## src/rtl/karatsuba_pp_seq.sv

```systemverilog
// karatsuba_pp_seq
// Sequential carry-less (GF(2)) partial-product generator for a 64x64 Karatsuba
// polynomial multiplier. Splits a and b into 32-bit halves and produces three
// 63-bit carry-less products with three digit-serial engines running in lockstep:
//   z0 = a_lo * b_lo
//   z1 = (a_lo ^ a_hi) * (b_lo ^ b_hi)
//   z2 = a_hi * b_hi
// Each engine consumes DIGIT multiplier bits per cycle, MSB-first.
//
// Ports:
//   clk        rising-edge clock
//   rst        asynchronous active-high reset
//   in_valid   operands valid
//   in_ready   block can accept operands (IDLE)
//   a, b       64-bit operands; [63:32] = hi half, [31:0] = lo half
//   out_valid  z0/z1/z2 valid (DONE)
//   out_ready  downstream accepts the result
//   z0/z1/z2   63-bit carry-less products, held until the next result
//   busy       high while the engines are working
module karatsuba_pp_seq #(
  parameter int unsigned DIGIT = 4
) (
  input  logic        clk,
  input  logic        rst,
  input  logic        in_valid,
  output logic        in_ready,
  input  logic [63:0] a,
  input  logic [63:0] b,
  output logic        out_valid,
  input  logic        out_ready,
  output logic [62:0] z0,
  output logic [62:0] z1,
  output logic [62:0] z2,
  output logic        busy
);

  localparam int unsigned STEPS = 32 / DIGIT;
  // Counter runs 0..STEPS; the extra count is the commit cycle into the z registers.
  localparam int unsigned CntW  = $clog2(STEPS + 1);
  localparam logic [CntW-1:0] LastCnt = CntW'(STEPS);

  // Only digit widths that divide 32 evenly as powers of two are supported.
  if (!(DIGIT == 1 || DIGIT == 2 || DIGIT == 4 || DIGIT == 8 ||
        DIGIT == 16 || DIGIT == 32)) begin : gen_bad_digit
    $error("karatsuba_pp_seq: DIGIT must be one of 1, 2, 4, 8, 16, 32");
  end

  typedef enum logic [1:0] {
    StIdle,
    StBusy,
    StDone
  } state_e;

  state_e               state_q, state_d;
  logic [CntW-1:0]      step_q, step_d;
  // Index 0 -> z0 pair, 1 -> z1 pair, 2 -> z2 pair.
  logic [2:0][31:0]     m_q, m_d;    // multiplicands
  logic [2:0][31:0]     n_q, n_d;    // multipliers, shifted left as digits are consumed
  logic [2:0][62:0]     acc_q, acc_d;
  logic [2:0][62:0]     z_q, z_d;

  // One Horner step: shift the running product up one digit and add the
  // digit-by-multiplicand partial product, all in GF(2).
  function automatic logic [62:0] clmul_step(input logic [62:0]      acc,
                                             input logic [31:0]      m,
                                             input logic [DIGIT-1:0] d);
    logic [62:0] pp;
    pp = '0;
    for (int j = 0; j < int'(DIGIT); j++) begin
      if (d[j]) begin
        pp = pp ^ ({31'b0, m} << j);
      end
    end
    return (acc << DIGIT) ^ pp;
  endfunction

  always_comb begin
    state_d = state_q;
    step_d  = step_q;
    m_d     = m_q;
    n_d     = n_q;
    acc_d   = acc_q;
    z_d     = z_q;

    case (state_q)
      StIdle: begin
        if (in_valid) begin
          m_d[0]  = a[31:0];
          n_d[0]  = b[31:0];
          m_d[1]  = a[31:0] ^ a[63:32];
          n_d[1]  = b[31:0] ^ b[63:32];
          m_d[2]  = a[63:32];
          n_d[2]  = b[63:32];
          acc_d   = '0;
          step_d  = '0;
          state_d = StBusy;
        end
      end

      StBusy: begin
        if (step_q == LastCnt) begin
          // All digits consumed: publish the finished products in one shot so
          // no partial accumulator value ever reaches z0/z1/z2.
          z_d     = acc_q;
          state_d = StDone;
        end else begin
          for (int i = 0; i < 3; i++) begin
            acc_d[i] = clmul_step(acc_q[i], m_q[i], n_q[i][31 -: DIGIT]);
            n_d[i]   = n_q[i] << DIGIT;
          end
          step_d = step_q + CntW'(1);
        end
      end

      StDone: begin
        // Leaving DONE never accepts a new operand in the same cycle.
        if (out_ready) begin
          state_d = StIdle;
        end
      end

      default: begin
        state_d = StIdle;
      end
    endcase
  end

  always_ff @(posedge clk or posedge rst) begin
    if (rst) begin
      state_q <= StIdle;
      step_q  <= '0;
      m_q     <= '0;
      n_q     <= '0;
      acc_q   <= '0;
      z_q     <= '0;
    end else begin
      state_q <= state_d;
      step_q  <= step_d;
      m_q     <= m_d;
      n_q     <= n_d;
      acc_q   <= acc_d;
      z_q     <= z_d;
    end
  end

  always_comb begin
    in_ready  = (state_q == StIdle);
    busy      = (state_q == StBusy);
    out_valid = (state_q == StDone);
    z0        = z_q[0];
    z1        = z_q[1];
    z2        = z_q[2];
  end

endmodule

```

## config.mk

```make
export PLATFORM = sky130hd
export DESIGN_NAME = karatsuba_pp_seq
export DESIGN_NICKNAME = d
export VERILOG_FILES = /design/src/rtl/karatsuba_pp_seq.sv
export SDC_FILE = /design/constraint.sdc
export NUM_CORES = 2
export LEC_CHECK = 0
export BUFFER_PORTS_ARGS = -buffer_cell sky130_fd_sc_hd__buf_4
export CAP_MARGIN = 10
export CORE_MARGIN = 10
export CORE_UTILIZATION = 53
export DETAILED_ROUTE_END_ITERATION = 6
export GPL_TIMING_DRIVEN = 0
export PLACE_DENSITY = 0.81
export SLEW_MARGIN = 20
export SYNTH_ARGS = -nofsm -noshare
export SYNTH_HDL_FRONTEND = slang
export SYNTH_SLANG_ARGS = --single-unit
```

## constraint.sdc

```tcl
create_clock -name clk -period 20.1 [get_ports clk]
set_input_delay 3.015 -clock clk [delete_from_list [all_inputs] [get_ports clk]]
set_output_delay 3.015 -clock clk [all_outputs]
set_load 0.02 [all_outputs]
```

; ---- Word-level counts from Yosys, hierarchy flattened
; Index checks and enable logic that the tools add are counted.
[totals]
inputBits = 132
register_bits = 576
wordCells = 91
[classes]
add_sub_neg = 1
muxes = 49
bitwise = 14
reduce_logical = 6
n_eq_ne = 7
[op_table]
columns = op, n
row1 = $mux W63, 33
row2 = $mux W189, 2
row3 = $pmux W189 S2, 1
row4 = $mux W96, 2
row5 = $pmux W96 S2, 1
row6 = $xor A63 B33 Y63, 3
row7 = $xor A63 B34 Y63, 3
row8 = $xor A63 B35 Y63, 3
row9 = $xor A63 B63 Y63, 3
row10 = $mux W32, 3
row11 = $xor A32 B32 Y32, 2
row12 = $mux W4, 2
row13 = $pmux W4 S2, 1
row14 = $mux W2, 3
row15 = $pmux W2 S3, 1
row16 = $reduce_and A3 Y1, 2
row17 = $add A4 B1 Y4 const B, 1
row18 = $eq A4 B4 Y1 const B, 1
row19 = $ne A2 B1 Y1 const B, 2
row20 = $ne A2 B2 Y1 const B, 2
row21 = $reduce_and A2 Y1, 2
row22 = $eq A2 B1 Y1 const B, 1
row23 = $eq A2 B2 Y1 const B, 1
row24 = $logic_not A2 Y1, 1
row25 = $reduce_bool A2 Y1, 1

; ---- Logic depth before layout (Yosys ltp)
[logic_depth]
ltp_word = 18
mapped_depth = 11
mapped_depth_nobuf = 7

; ---- Worst setup path after synthesis
; Ideal clock, no wire load.
[synth_path]
path_type = register -> output
start = register state_q[1]
end = output port busy
path_stages_with_launch = 6
path_slack_ps = 15655
arrival_ps = 1430
path_buffers = 3
required_ps = 17085
path_cell_list = dfrtp_1 > nand2b_1 > buf_2 > inv_2 > clkbuf_1 > clkbuf_1
[synth_between]
elab_chain_len = 1
[synth_rtl]
columns = element, line
row1 = "start, declared", 54  ; state_e state_q, state_d;
row2 = "start signal, assigned", 130  ; state_q <= StIdle;
row3 = "start signal, assigned", 137  ; state_q <= state_d;
row4 = $eq A2 B1 Y1, 148  ; busy = (state_q == StBusy);
row5 = "end, declared", 34  ; output logic busy
; No other way between the ends.

; ---- Worst setup path after layout
; Same ends and word-level chain as after synthesis.

==> metrics.txt <==
CP cell instances nand2b_1 > buf_2 > inv_2 > clkbuf_1 > clkbuf_1 > buf_4; Most used DFF post-synth dfrtp_1; initial core utilization 0.537; CP endpoint kind output pin; vias in the first global route 23000; Worst-Margin Slew ~1.1 ns; simple-gate share of the synthesized area 0.233; Remaining DRCs 0; final worst setup slack approximately 14 ns; Chip Width 248 µm; yosys warns 0; critical path fanouts, max 10; Hold/Removal Path Class register to register; DR pass1 iterations 6; final layout net count 3642; endpoints failing hold 0; Clock Sink Count 576; routability cong. 0.969; area grow syn2layout 20.5%; Iter 0 DRT Violations approximately 2400; Final Cell Area 33300 µm²; H-tree depth 2; final setup fails 0; CTS clk-pin slew, worst paths ~0.06 ns; Port Buffers ~320; xor-xnor portion of the synthesized cell area 0.154; met1 usage 0.363; GR peak layer met2; WL per Instance 19.8 µm; startpoint type of the worst setup path register; DRT antenna net count 0; worst setup path category register to output pin; CP peak stage delay 0.59 ns; Post-synth EDFFs 0; Crit-path slowest cell clkbuf_1; Netlist cell types 26; vias 23200; main combinational cell family by area after synthesis simple AND/OR/NAND/NOR gates; Worst-Skew Late Latency 0.66 ns; outcome finished clean; Hold Buf Count CTS 0; Setup WS pre-CTS about 15 ns; I/O pin count between 300 and 400; Via-to-Cell Ratio 5.45; Worst Skew 0.0470 ns; CP required 17.09 ns; CP most frequent cell clkbuf_1; cts bufs inserted 60; Clock Root Buffer clkbuf_16; unrepaired setup endpoints after global routing false; Final HPWL DP 62300 µm; Cell Area, Synth 27600 µm²; Post-Synthesis Cells ~3100; fmax 0.168 GHz; gr usage total 0.271; fraction of layout cells with a size suffix above 1 0.130; Post-CTS Setup Inserts 0; syn_nets 3250; adder and majority cell fraction of the synthesized area 0.000905; PD cells 180 nW/µm²; register bit total from synthesis 576; core area 51500 µm²; max_cap viols 0; syn_area_per_cell 8.87 µm²; fin. max-slew vios 0; global route total overflow 0; clock tree from TritonCTS yes; first-pass GRT wire length 130000 µm; Resize count post-CTS 0; WP data arrival 2.92 ns; initial antenna violation count 11; VDD IR max 0.000111 V; Synth async-reset ratio 1.00; # rows just over 80; period utilisation layout 0.295; post-layout min period 5.93 ns; GR Util met3 0.0564; grt met2 use 0.421; sequential share of the synthesized area 0.521; Leakage 17.2 nW; pin count of the biggest net entering global routing 107; Slew headroom 0.239; Placement Cell Area 31100 µm²; die height 248 µm; worst-case clock buffer depth 3; worst hold slack 0.467 ns; Synth Area in Compound Gates 0.0573; DIE AREA 61700 µm²; multiplexer share of the synthesized area 0; routed wire length around 84000 µm
==> placed cells by master, fill, tap and decap left out, drive strengths merged, types with 5 or more instances in the layout <==
| master | count |
|---|---|
| inv | 36 |
| a222oi | 29 |
| xnor3 | 84 |
| bufinv | 9 |
| buf | 356 |
| nor2 | 61 |
| o31ai | 7 |
| o21ai | 165 |
| clkinv | 20 |
| a21oi | 28 |
| nand3 | 89 |
| a22o | 11 |
| clkbuf | 252 |
| dfrtp | 576 |
| xnor2 | 259 |
| a31oi | 27 |
| nand2 | 1526 |
| xor2 | 11 |
| clkinvlp | 5 |
| diode | 11 |
==> logic make-up after synthesis <==
kind of cell / after synthesis
XOR/XNOR: 354
AO/OA/AOI/OAI: 268
flip-flops: 576
AND/OR/NAND/NOR: 1682
buffers and inverters: 234
adder cells (fa/ha/maj): 2
==> cell usage after synthesis, types with 11 or more instances <==
master | count | area [µm²]
nand2_1 | 1526 | 5730
dfrtp_1 | 576 | 14400
xnor2_1 | 259 | 2270
clkbuf_1 | 173 | 649
o21ai_0 | 165 | 826
nand3_1 | 89 | 445
xnor3_1 | 84 | 1890
nor2_1 | 61 | 229
inv_1 | 34 | 128
a222oi_1 | 29 | 290
a21oi_1 | 28 | 140
a31oi_1 | 27 | 169
buf_2 | 21 | 105
a22o_1 | 11 | 96.3
xor2_1 | 11 | 96.3
==> sequential cells by signal, summed over array words and instances (netlist names) <==
register,count
acc_q,189
z0,63
n_q,96
m_q,96
z1,63
step_q,4
state_q,2
z2,63
==> path summary, 6_finish.rpt <==
check,to,depth (start not counted),start,slack [ns]
worst max-delay path,busy,6,state_q[1],14.17
worst min register to register,acc_q[185],2,acc_q[185],0.47
worst min-delay path,acc_q[185],2,acc_q[185],0.47
max in group asynchronous,z2[55],5,rst,16.21
worst max register to register,z1[7],7,state_q[1],16.71
min in group asynchronous,z2[10],3,rst,2.48
==> worst max-delay path, delay by kind of cell, from the launching register on <==
kind	cells	cell delay (ns)
AND/OR/NAND/NOR	1	0.17
flip-flops	1	0.45
buffers and inverters	5	1.64
==> through the flow <==
| stage | TNS [ns] | utilization | instances | power, mW |
|---|---|---|---|---|
| 2_1_floorplan | 0 | - | 3116 | 3.85 |
| 4_1_cts | 0 | 0.646 | 4240 | 6.00 |
| 6_report | 0 | 0.647 | 4251 | 6.01 |
| 3_5_place_dp | 0 | 0.604 | 4126 | 4.77 |
| 3_3_place_gp | -2760.07 | 0.600 | 4119 | 4.69 |
| 5_1_grt | 0 | 0.646 | 4249 | 6.39 |
==> area by class of cell <==
class                           count  area [µm²]
Antenna cell                       11        27.5
Sequential cell                   576       14400
Buffer                            199         790
Inverter                           35         139
Clock inverter                     35         472
Multi-Input combinational cell   2306       12300
Tap cell                          680         851
Fill cell                        4232       18200
Clock buffer                       79        1700
Timing Repair Buffer              330        2600
==> power by group <==
group          internal (mW)  total (mW)  leakage (nW)  switching, mW
Sequential              1.67        2.14          7.44          0.466
Clock                  0.716        1.21          1.07          0.497
Combinational           1.13        2.66          8.67           1.53
==> metal layers <==
| metal | wire length, µm | vias up |
|---|---|---|
| li1 | - | 10600 |
| met1 | 34200 | 11300 |
| met2 | 38700 | 1038 |
| met3 | 7720 | 196 |
| met4 | 3650 | 0 |
| met5 | 0 | - |
Note: power is estimated with default switching activity, not from simulation.
